**src/rtl/bp_me_pkg.sv**
```systemverilog
// Shared BedRock memory-side types: processor configs, message width and arbiter source IDs.
package bp_me_pkg;

    typedef enum logic {e_bp_default_cfg} bp_params_e;

    typedef enum logic {e_mem_src_0, e_mem_src_1} bp_mem_src_e;

    function automatic int cce_mem_msg_width(input bp_params_e cfg);
        case (cfg)
            e_bp_default_cfg: return 64;
            default:          return 64;
        endcase
    endfunction

endpackage

```
**src/rtl/bp_mem_order_fifo.sv**
```systemverilog
// 1r1w order FIFO; full/empty come from the registered count only (no bypass).
module bp_mem_order_fifo #(
    parameter  int width_p  = 1,
    parameter  int els_p    = 16,
    localparam int ptr_w_lp = $clog2(els_p)
) (
    input  logic               clk_i,
    input  logic               reset_i,
    input  logic               push_i,
    input  logic [width_p-1:0] data_i,
    input  logic               pop_i,
    output logic [width_p-1:0] data_o,
    output logic               full_o,
    output logic               empty_o
);

    logic [width_p-1:0]  mem_q [els_p];
    logic [ptr_w_lp-1:0] wptr_q, wptr_d, rptr_q, rptr_d;
    logic [ptr_w_lp:0]   count_q, count_d;
    logic                do_push, do_pop;

    assign full_o  = (count_q == (ptr_w_lp+1)'(els_p));
    assign empty_o = (count_q == '0);
    assign data_o  = mem_q[rptr_q];

    always_comb begin
        do_push = push_i & ~full_o;
        do_pop  = pop_i & ~empty_o;
        wptr_d  = wptr_q + ptr_w_lp'(do_push);
        rptr_d  = rptr_q + ptr_w_lp'(do_pop);
        count_d = count_q + (ptr_w_lp+1)'(do_push) - (ptr_w_lp+1)'(do_pop);
    end

    // NOTE: non-blocking assignments in clocked blocks so every flop samples pre-edge values.
    always_ff @(posedge clk_i or negedge reset_i) begin
        if (!reset_i) begin
            wptr_q  <= '0;
            rptr_q  <= '0;
            count_q <= '0;
        end else begin
            wptr_q  <= wptr_d;
            rptr_q  <= rptr_d;
            count_q <= count_d;
        end
    end

    // NOTE: storage is not reset; the count alone decides which entries are meaningful.
    always_ff @(posedge clk_i) begin
        if (do_push) mem_q[wptr_q] <= data_i;
    end

endmodule

```
**src/rtl/bp_mem_cmd_arbiter_2to1.sv**
```systemverilog
// Round-robin 2:1 merge of BedRock mem command streams; an order FIFO of source IDs steers responses.
module bp_mem_cmd_arbiter_2to1
    import bp_me_pkg::*;
#(
    parameter  bp_params_e bp_params_p          = e_bp_default_cfg,
    parameter  int         order_els_p          = 16,
    localparam int         cce_mem_msg_width_lp = cce_mem_msg_width(bp_params_p)
) (
    input  logic                                 clk_i,
    input  logic                                 reset_i,
    input  logic [1:0][cce_mem_msg_width_lp-1:0] cl_cmd_i,
    input  logic [1:0]                           cl_cmd_v_i,
    output logic [1:0]                           cl_cmd_ready_and_o,
    output logic [cce_mem_msg_width_lp-1:0]      cl_resp_o,
    output logic [1:0]                           cl_resp_v_o,
    input  logic [1:0]                           cl_resp_yumi_i,
    output logic [cce_mem_msg_width_lp-1:0]      mem_cmd_o,
    output logic                                 mem_cmd_v_o,
    input  logic                                 mem_cmd_ready_and_i,
    input  logic [cce_mem_msg_width_lp-1:0]      mem_resp_i,
    input  logic                                 mem_resp_v_i,
    output logic                                 mem_resp_yumi_o,
    output logic                                 err_o
);

    bp_mem_src_e rr_last_q, rr_last_d;
    bp_mem_src_e grant, head, non_head;
    logic        err_q, err_d;
    logic        full, empty, accept;
    logic [0:0]  head_id;

    bp_mem_order_fifo #(
        .width_p (1),
        .els_p   (order_els_p)
    ) u_order_fifo (
        .clk_i   (clk_i),
        .reset_i (reset_i),
        .push_i  (accept),
        .data_i  (grant),
        .pop_i   (mem_resp_yumi_o),
        .data_o  (head_id),
        .full_o  (full),
        .empty_o (empty)
    );

    // NOTE: every always_comb output gets a default first so no path leaves a latch behind.
    always_comb begin
        case (cl_cmd_v_i)
            2'b01:   grant = e_mem_src_0;
            2'b10:   grant = e_mem_src_1;
            default: grant = bp_mem_src_e'(~rr_last_q);
        endcase

        head     = bp_mem_src_e'(head_id);
        non_head = bp_mem_src_e'(~head_id);

        // reset_i gates the handshakes so they drop the instant reset asserts
        mem_cmd_o          = cl_cmd_i[grant];
        mem_cmd_v_o        = reset_i & cl_cmd_v_i[grant] & ~full;
        cl_cmd_ready_and_o = '0;
        cl_cmd_ready_and_o[grant] = reset_i & mem_cmd_ready_and_i & ~full;
        accept             = mem_cmd_v_o & mem_cmd_ready_and_i;

        cl_resp_o         = mem_resp_i;
        cl_resp_v_o       = '0;
        cl_resp_v_o[head] = reset_i & mem_resp_v_i & ~empty;
        mem_resp_yumi_o   = cl_resp_yumi_i[head] & cl_resp_v_o[head];

        rr_last_d = accept ? grant : rr_last_q;
        err_d     = err_q
                  | (mem_resp_v_i & empty)
                  | (~empty & cl_resp_yumi_i[non_head]);
    end

    always_ff @(posedge clk_i or negedge reset_i) begin
        if (!reset_i) begin
            rr_last_q <= e_mem_src_1;
            err_q     <= 1'b0;
        end else begin
            rr_last_q <= rr_last_d;
            err_q     <= err_d;
        end
    end

    assign err_o = err_q;

endmodule

```
**config.mk**
```make
export PLATFORM = sky130hd
export DESIGN_NAME = bp_mem_cmd_arbiter_2to1
export DESIGN_NICKNAME = d
export VERILOG_FILES = /design/src/rtl/bp_me_pkg.sv /design/src/rtl/bp_mem_order_fifo.sv /design/src/rtl/bp_mem_cmd_arbiter_2to1.sv
export SDC_FILE = /design/constraint.sdc
export NUM_CORES = 1
export LEC_CHECK = 0
export ABC_AREA = 1
export CAP_MARGIN = 10
export CORE_AREA = 2 2 132 134
export CTS_BUF_LIST = sky130_fd_sc_hd__clkbuf_8
export CTS_CLUSTER_SIZE = 14
export DETAILED_ROUTE_END_ITERATION = 6
export DIE_AREA = 0 0 134 136
export DONT_BUFFER_PORTS = 1
export PLACE_DENSITY = 0.3
export SYNTH_ARGS = -nofsm -noshare
export SYNTH_HDL_FRONTEND = slang
export SYNTH_HIERARCHICAL = 1
export SYNTH_SLANG_ARGS = --single-unit
```
**constraint.sdc**
```tcl
create_clock -name clk_i -period 2.9 [get_ports clk_i]
set_input_delay 0.435 -clock clk_i [delete_from_list [all_inputs] [get_ports clk_i]]
set_output_delay 0.435 -clock clk_i [all_outputs]
set_load 0.01 [all_outputs]
```
* Word-level counts from Yosys, hierarchy flattened
Memory sizes are Yosys's and may differ from the RTL's.
Cells that the tools add are included.
Widths: inputs -> output; s select.
** Storage, ports and cells
- Output and inout bits :: 135
- Memories kept :: 1
- Word-level logic and storage cells :: 58
- RAM bits :: 16
- Bits of input ports :: 200
- Bits in registers :: 15
** Memories
- u_order_fifo.mem_q :: words 16, width 1, rd ports 1, clocked after memory_dff 0, write ports 1, RTL line bp_mem_order_fifo.sv:17 : logic [width_p-1:0] mem_q [els_p];
** Cells by class
- Bitwise logic cells :: 20
- Reduce and logical (&&, ||, !) cells :: 3
- Muxes and demuxes :: 17
- Order comparisons :: 5
- $add $sub $neg :: 4
- Eq/ne operators :: 3
** Operator list (count)
- $mux 64 :: 2
- $and 1x1->1 :: 12
- $mux 1 :: 12
- $add 4x1->4 :: 2
- $lt 1x2->1 const B :: 3
- $add 5x1->5 :: 1
- $eq 5x5->1 const B :: 1
- $logic_not 5->1 :: 1
- $sub 5x1->5 :: 1
- $and 2x2->2 :: 2
- $not 1->1 :: 4
- $demux 1 s1 :: 2
- $eq 2x1->1 const B :: 1
- $eq 2x2->1 const B :: 1
- $ge 1x1->1 const B :: 2
- $logic_and 1x1->1 :: 2
- $or 1x1->1 :: 2
- $pmux 1 s2 :: 1

* Longest topological paths before layout
An unclocked memory read counts as a cell.
- Depth after elaboration :: 11
- Gate-level depth with buffers :: 23
- Mapped depth without buffers :: 23

* Hierarchy
The synthesis kept the hierarchy.
** Modules (own cells, without submodules)
- bp_mem_order_fifo :: area an instance 1515.2 µm², sequential area each 805.8 µm², instances 1, cells each 162
- bp_mem_cmd_arbiter_2to1 :: area an instance 1497.7 µm², sequential area each 51.3 µm², instances 1, cells each 308

* Worst setup path after synthesis
OpenSTA, ideal clock, no wires.
- Path kind :: reg2reg
- Start point :: reg u_order_fifo.rptr_q[0]
- End point :: reg u_order_fifo.count_q[4]
- Required time :: 2782 ps
- Cell stages (with the launch flop) :: 22
- Slack :: 223 ps
- Setup time :: 118 ps
- Clock period less this slack :: 2677 ps
- Data arrival time :: 2559 ps
- Buffers on the path :: 1
- Path through :: dfrtp_1 > buf_4 > nand2_1 > nand2_1 > nor2_1 > nor2_1 > nand2_1 > nand2_1 > o21ai_0 > nand2_1 > inv_1 > o21ai_0 > inv_1 > ha_1 > inv_1 > ha_1 > inv_1 > fa_1 > o21ai_0 > nand2_1 > nand3b_1 > nand2_1
** On the way
- Longest elaborated chain between the ends :: 11
- Elaborated cells on any way between the ends :: 14
- Classes of those cells :: add/sub: 1; order compare: 2; mux: 6; bitwise: 3; reduce/logical: 1; memory: 1
** RTL lines
- from (decl) :: RTL line bp_mem_order_fifo.sv:18 : logic [ptr_w_lp-1:0] wptr_q, wptr_d, rptr_q, rptr_d;
- from (signal assigned) :: RTL line bp_mem_order_fifo.sv:42 : rptr_q <= rptr_d;
- $mem_v2 16x1 *
- via head :: RTL line bp_mem_cmd_arbiter_2to1.sv:27 : bp_mem_src_e grant, head, non_head;
- $lt 1x2->1 (not written as such) / $ge 1x1->1 (equally long branches) :: RTL line bp_mem_cmd_arbiter_2to1.sv:66 : cl_resp_v_o[head] = reset_i & mem_resp_v_i & ~empty;
- $logic_and 1x1->1 (not written as such) :: RTL line bp_mem_cmd_arbiter_2to1.sv:66
- $mux 1 (not written as such) :: RTL line bp_mem_cmd_arbiter_2to1.sv:66
- $demux 1 s1 :: RTL line bp_mem_cmd_arbiter_2to1.sv:66
- $and 2x2->2 (no line)
- $mux 1 (not written as such) (2 in a row) :: RTL line bp_mem_cmd_arbiter_2to1.sv:67 : mem_resp_yumi_o = cl_resp_yumi_i[head] & cl_resp_v_o[head];
- $and 1x1->1 * :: RTL line bp_mem_cmd_arbiter_2to1.sv:67
- via mem_resp_yumi_o :: RTL line bp_mem_cmd_arbiter_2to1.sv:22 : output logic mem_resp_yumi_o,
- $and 1x1->1 * :: RTL line bp_mem_order_fifo.sv:28 : do_pop = pop_i & ~empty_o;
- $sub 5x1->5 * :: RTL line bp_mem_order_fifo.sv:31 : count_d = count_q + (ptr_w_lp+1)'(do_push) - (ptr_w_lp+1)'(do_pop);
- via u_order_fifo.count_d[4] :: RTL line bp_mem_order_fifo.sv:19 : logic [ptr_w_lp:0] count_q, count_d;
- to (signal assigned) :: RTL line bp_mem_order_fifo.sv:43 : count_q <= count_d;
- to (decl) :: RTL line bp_mem_order_fifo.sv:19
The timed path passes the listed nets; every way through them passes the cells marked *. The select of a mux whose other input is x is not followed.
A chain may end at the register's enable or synchronous reset.

* Final worst setup path
- Start point :: reg u_order_fifo.count_q[3]
- End point :: reg u_order_fifo.count_q[4]
** On the way
- Elaborated cells on any way between the ends :: 15
- Classes of those cells :: add/sub: 2; eq/ne: 1; mux: 2; bitwise: 9; reduce/logical: 1
** RTL lines
- $eq 5x5->1 :: RTL line bp_mem_order_fifo.sv:22 : assign full_o = (count_q == (ptr_w_lp+1)'(els_p));
- via full :: RTL line bp_mem_cmd_arbiter_2to1.sv:29 : logic full, empty, accept;
- $not 1->1 :: RTL line bp_mem_cmd_arbiter_2to1.sv:59 : mem_cmd_v_o = reset_i & cl_cmd_v_i[grant] & ~full;
- $and 1x1->1 :: RTL line bp_mem_cmd_arbiter_2to1.sv:59
- $and 1x1->1 :: RTL line bp_mem_cmd_arbiter_2to1.sv:62 : accept = mem_cmd_v_o & mem_cmd_ready_and_i;
- via accept :: RTL line bp_mem_cmd_arbiter_2to1.sv:29
- $and 1x1->1 :: RTL line bp_mem_order_fifo.sv:27 : do_push = push_i & ~full_o;
- $add 5x1->5 :: RTL line bp_mem_order_fifo.sv:31
- $sub 5x1->5 :: RTL line bp_mem_order_fifo.sv:31
- via u_order_fifo.count_d[4] :: RTL line bp_mem_order_fifo.sv:19
The timed path passes the listed nets, and every way through them passes these cells. The select of a mux whose other input is x is not followed.

==> impl_metrics.prom <==
# TYPE chip_impl_metric gauge
chip_impl_metric{name="timing_worst_slew_pin_value",unit="ps"} 894
chip_impl_metric{name="power.static_leakage",unit="nW"} 1.64
chip_impl_metric{name="postSynthAreaPerCell",unit="sq um"} 6.41
chip_impl_metric{name="netSwitchingFraction",unit="%"} 49.9
chip_impl_info{name="critical_path.cell_chain",value="inv_1 -> ha_1 -> nand2_2 -> nor2_2 -> nor2_2 -> nand2_1 -> inv_1 -> o21ai_4 -> ha_1 -> inv_1 -> ha_2 -> inv_2 -> fa_2 -> o21ai_2 -> nand2_1 -> nand3b_1 -> nand2_1"} 1
chip_impl_metric{name="ctsLongestPathBuffers",unit=""} 2
chip_impl_info{name="cts_root_buffer",value="clkbuf_8"} 1
chip_impl_metric{name="synth_enable_flop_cells",unit=""} 16
chip_impl_info{name="critPathCaptureType",value="flop"} 1
chip_impl_metric{name="core",unit="sq um"} 16900
chip_impl_metric{name="floorplan.initialDensity",unit="%"} 17.9
chip_impl_metric{name="min_period",unit="ps"} 2680
chip_impl_metric{name="floorplan.die.width",unit="microns"} 134
chip_impl_metric{name="fillCellCount",unit=""} 1927
chip_impl_info{name="most_used_cells_in_the_layout_excluding_fill_and_tap_cells",value="nand2_1 (236), inv_1 (37), nor2_1 (31)"} 1
chip_impl_metric{name="number_of_vias_in_the_routed_layout",unit=""} 2528
chip_impl_metric{name="max_slew_margin",unit="%"} 40.2
chip_impl_metric{name="worst_slack",unit="ps"} 223
chip_impl_metric{name="remaining_drc_errors",unit=""} 0
chip_impl_metric{name="final_nets",unit=""} 631
chip_impl_metric{name="clock_latency",unit="ps"} 300
chip_impl_metric{name="timing.clock.skew",unit="ps"} 8.07
chip_impl_metric{name="area.growth.synth_to_final",unit="%"} 1.20
chip_impl_metric{name="max_clock_freq",unit="GHz"} 0.374
chip_impl_metric{name="routedWlPerCell",unit="microns"} 16.3
chip_impl_metric{name="cts_htree_levels",unit=""} 2
chip_impl_metric{name="netlist_area",unit="sq um"} 3010
chip_impl_metric{name="critical_path_required",unit="ps"} 3090
chip_impl_info{name="outcome",value="finished, final reports clean"} 1
chip_impl_metric{name="timing.setup.tns",unit="ps"} 0
chip_impl_metric{name="period_utilisation_layout",unit="%"} 92.3
chip_impl_info{name="ys.flop_type",value="edfxtp_1"} 1
chip_impl_info{name="slowest_stage",value="dfrtp_1"} 1
chip_impl_metric{name="max-cap-violations",unit=""} 0
chip_impl_info{name="timing_worst_setup_path_type",value="reg -> reg"} 1
chip_impl_metric{name="antenna_cells",unit=""} 0
chip_impl_metric{name="pre_cts_slack",unit="ps"} 51.8
chip_impl_metric{name="firstDrtPassIters",unit=""} 4
chip_impl_metric{name="grt.total_usage",unit="%"} 10.6
chip_impl_metric{name="grt_max_degree",unit=""} 66
chip_impl_metric{name="layout-drive-gt1-share",unit="%"} 12.9
chip_impl_metric{name="placement.cell_area",unit="sq um"} 2890
chip_impl_metric{name="i_o_pin_count",unit=""} 335
chip_impl_info{name="cts_tree",value="done"} 1
chip_impl_metric{name="internal_power",unit="mW"} 1.24
chip_impl_metric{name="share_clk_of_total_power",unit="%"} 14.5
chip_impl_metric{name="power.ir.vdd_worst",unit="mV"} 0.276
chip_impl_metric{name="syn-instance-count",unit=""} 470
chip_impl_metric{name="detailedPlacementHpwl",unit="microns"} 9000
chip_impl_metric{name="switchingPower",unit="mW"} 1.23
chip_impl_info{name="rsz0062_at_grt",value="true"} 1
chip_impl_metric{name="yosys.cell_types.count",unit=""} 25
chip_impl_metric{name="cts_num_sinks",unit=""} 31
chip_impl_metric{name="detail_route.wirelength",unit="microns"} 10500
chip_impl_metric{name="synth_async_sr_flop_share",unit="%"} 48.4
chip_impl_metric{name="worst_path_largest_cell_delay",unit="ps"} 360
chip_impl_metric{name="timing.critical_path.arrival",unit="ps"} 2870
chip_impl_metric{name="cp_max_fo",unit=""} 4
chip_impl_metric{name="first_global_vias",unit=""} 2212
chip_impl_metric{name="antenna_violating_nets_post_route",unit=""} 0
chip_impl_metric{name="yosysSeqAreaShare",unit="%"} 28.4
chip_impl_metric{name="grt_overflow",unit=""} 0
chip_impl_metric{name="port_buffers",unit=""} 0
chip_impl_metric{name="floorplan.die_area",unit="sq um"} 18200
chip_impl_metric{name="yosysWarnings",unit=""} 6
chip_impl_info{name="hold_path_class",value="in -> reg"} 1
chip_impl_metric{name="drt-vias-per-instance",unit=""} 3.93
chip_impl_metric{name="post-place-cells",unit=""} 633
chip_impl_metric{name="final_hold_vio_count",unit=""} 0
chip_impl_metric{name="antenna_found_initial",unit=""} 0
chip_impl_metric{name="cts_made_buffers",unit=""} 5
chip_impl_info{name="layout_commonest_cell",value="nand2_1"} 1
chip_impl_metric{name="fin_util",unit="%"} 18.1
chip_impl_metric{name="mapped_nets",unit=""} 683
chip_impl_metric{name="place.gp.congestion",unit=""} 0.778
chip_impl_metric{name="die_height",unit="microns"} 136
chip_impl_metric{name="site_row_count",unit=""} 48
chip_impl_metric{name="dr.first_iter.drc_count",unit=""} 177
chip_impl_metric{name="post_layout_nonfiller_instances",unit=""} 644
chip_impl_metric{name="final-setup-viol-count",unit=""} 0
chip_impl_metric{name="power.share.combinational",unit="%"} 56.6
chip_impl_metric{name="pwr_density_cell",unit="nW/um^2"} 810
chip_impl_info{name="setup.worst_path.start_class",value="flop"} 1
chip_impl_metric{name="clock_pin_slew_worst_setup_and_hold_paths",unit="ps"} 80
chip_impl_metric{name="grt_first_pass_wirelength",unit="microns"} 13900
chip_impl_metric{name="synth-seq-cells",unit=""} 31
chip_impl_metric{name="slew_violations",unit=""} 0
chip_impl_metric{name="fin_area",unit="sq um"} 3050
chip_impl_metric{name="power.sequential.fraction",unit="%"} 28.9
==> power by group through the flow <==
| stage | registers, mW | logic, mW | clock network [mW] |
|---|---|---|---|
| finish | 0.714 | 1.40 | 0.358 |
| global route | 0.737 | 1.59 | 0.396 |
| floorplan | 0.678 | 1.06 | 0 |
| detailed placement | 0.712 | 1.34 | 0 |
| CTS | 0.703 | 1.36 | 0.376 |
| global placement | 0.714 | 1.34 | 0 |
==> area by class of cell <==
type / count / area, sq um / share of cell area (%)
inverters: 42 / 163 / 5.33
repair buffers: 20 / 185 / 6.07
flip-flops and latches: 31 / 858 / 28.1
clock buffers: 5 / 68.8 / 2.26
well taps: 225 / 282 / 9.23
clock inverters: 3 / 20.0 / 0.657
multi-input cells: 318 / 1470 / 48.3
==> cell families (layout without fill, tap and decap cells) <==
family / after synthesis / after routing / synth area share (%)
simple gates: 291 / 291 / 38.0
buf+inv: 121 / 70 / 24.1
flops: 31 / 31 / 28.4
fa+ha+maj: 13 / 13 / 5.65
compound gates: 7 / 7 / 1.74
xor+xnor: 7 / 7 / 2.03
==> timing repair <==
| action | CTS | global route |
|---|---|---|
| hold buffers | 1 | 0 |
| resized for setup | 0 | 22 |
| endpoints found under the hold margin | 15 | 0 |
| buffers inserted | 0 | 2 |
| setup endpoints to repair | 0 | 2 |
==> routing by layer <==
metal,GRT usage [%],part of all wire (%)
met1,15.6,46
met2,14.9,44
met3,2.54,8.4
met4,3.37,1.7
met5,0,0
==> flip-flops by register name (all words and copies together), names as in the netlist <==
name                  cells
u_order_fifo/count_q      5
u_order_fifo/wptr_q       4
err_o                     1
u_order_fifo/rptr_q       4
u_order_fifo/mem_q       16
rr_last_q                 1
==> per-stage QoR <==
stage | hold slack [ps] | power, mW
6_report | 269 | 2.47
5_1_grt | 257 | 2.72
4_1_cts | 258 | 2.44
3_5_place_dp | 140 | 2.06
3_3_place_gp | 140 | 2.05
2_1_floorplan | 139 | 1.74
==> path summary, 6_finish.rpt <==
path / startpoint / cells after the start / to / slack [ps]
min reg2reg: rr_last_q / 2 / rr_last_q / 490
max reg2reg: u_order_fifo/count_q[3] / 17 / u_order_fifo/count_q[4] / 220
min in group asynchronous: reset_i / 1 / u_order_fifo/count_q[4] / 710
max: u_order_fifo/count_q[3] / 17 / u_order_fifo/count_q[4] / 220
max in group asynchronous: reset_i / 1 / u_order_fifo/rptr_q[0] / 1590
min: mem_resp_v_i / 2 / err_o / 270
==> cell usage after synthesis (3+ instances only) <==
library cell  count  share of area [%]
nand2_1         239                 30
buf_4            70                 17
inv_1            40                5.0
nor2_1           34                4.2
edfxtp_1         16                 16
dfrtp_1          14                 12
ha_1             12                5.0
nand3_1          11                1.8
buf_2             6                1.0
xor2_1            6                1.7
nand2_4           4                1.5
clkbuf_1          3               0.37
o21ai_0           3               0.50
==> critical path, delay by kind of cell (launching register included) <==
| kind | cells | cell delay, ps |
|---|---|---|
| adder cells (fa/ha/maj) | 4 | 1020 |
| AND/OR/NAND/NOR | 7 | 640 |
| flip-flops | 1 | 360 |
| buffers and inverters | 4 | 320 |
| AO/OA/AOI/OAI | 2 | 220 |
Power figures use the tool's default switching activity.
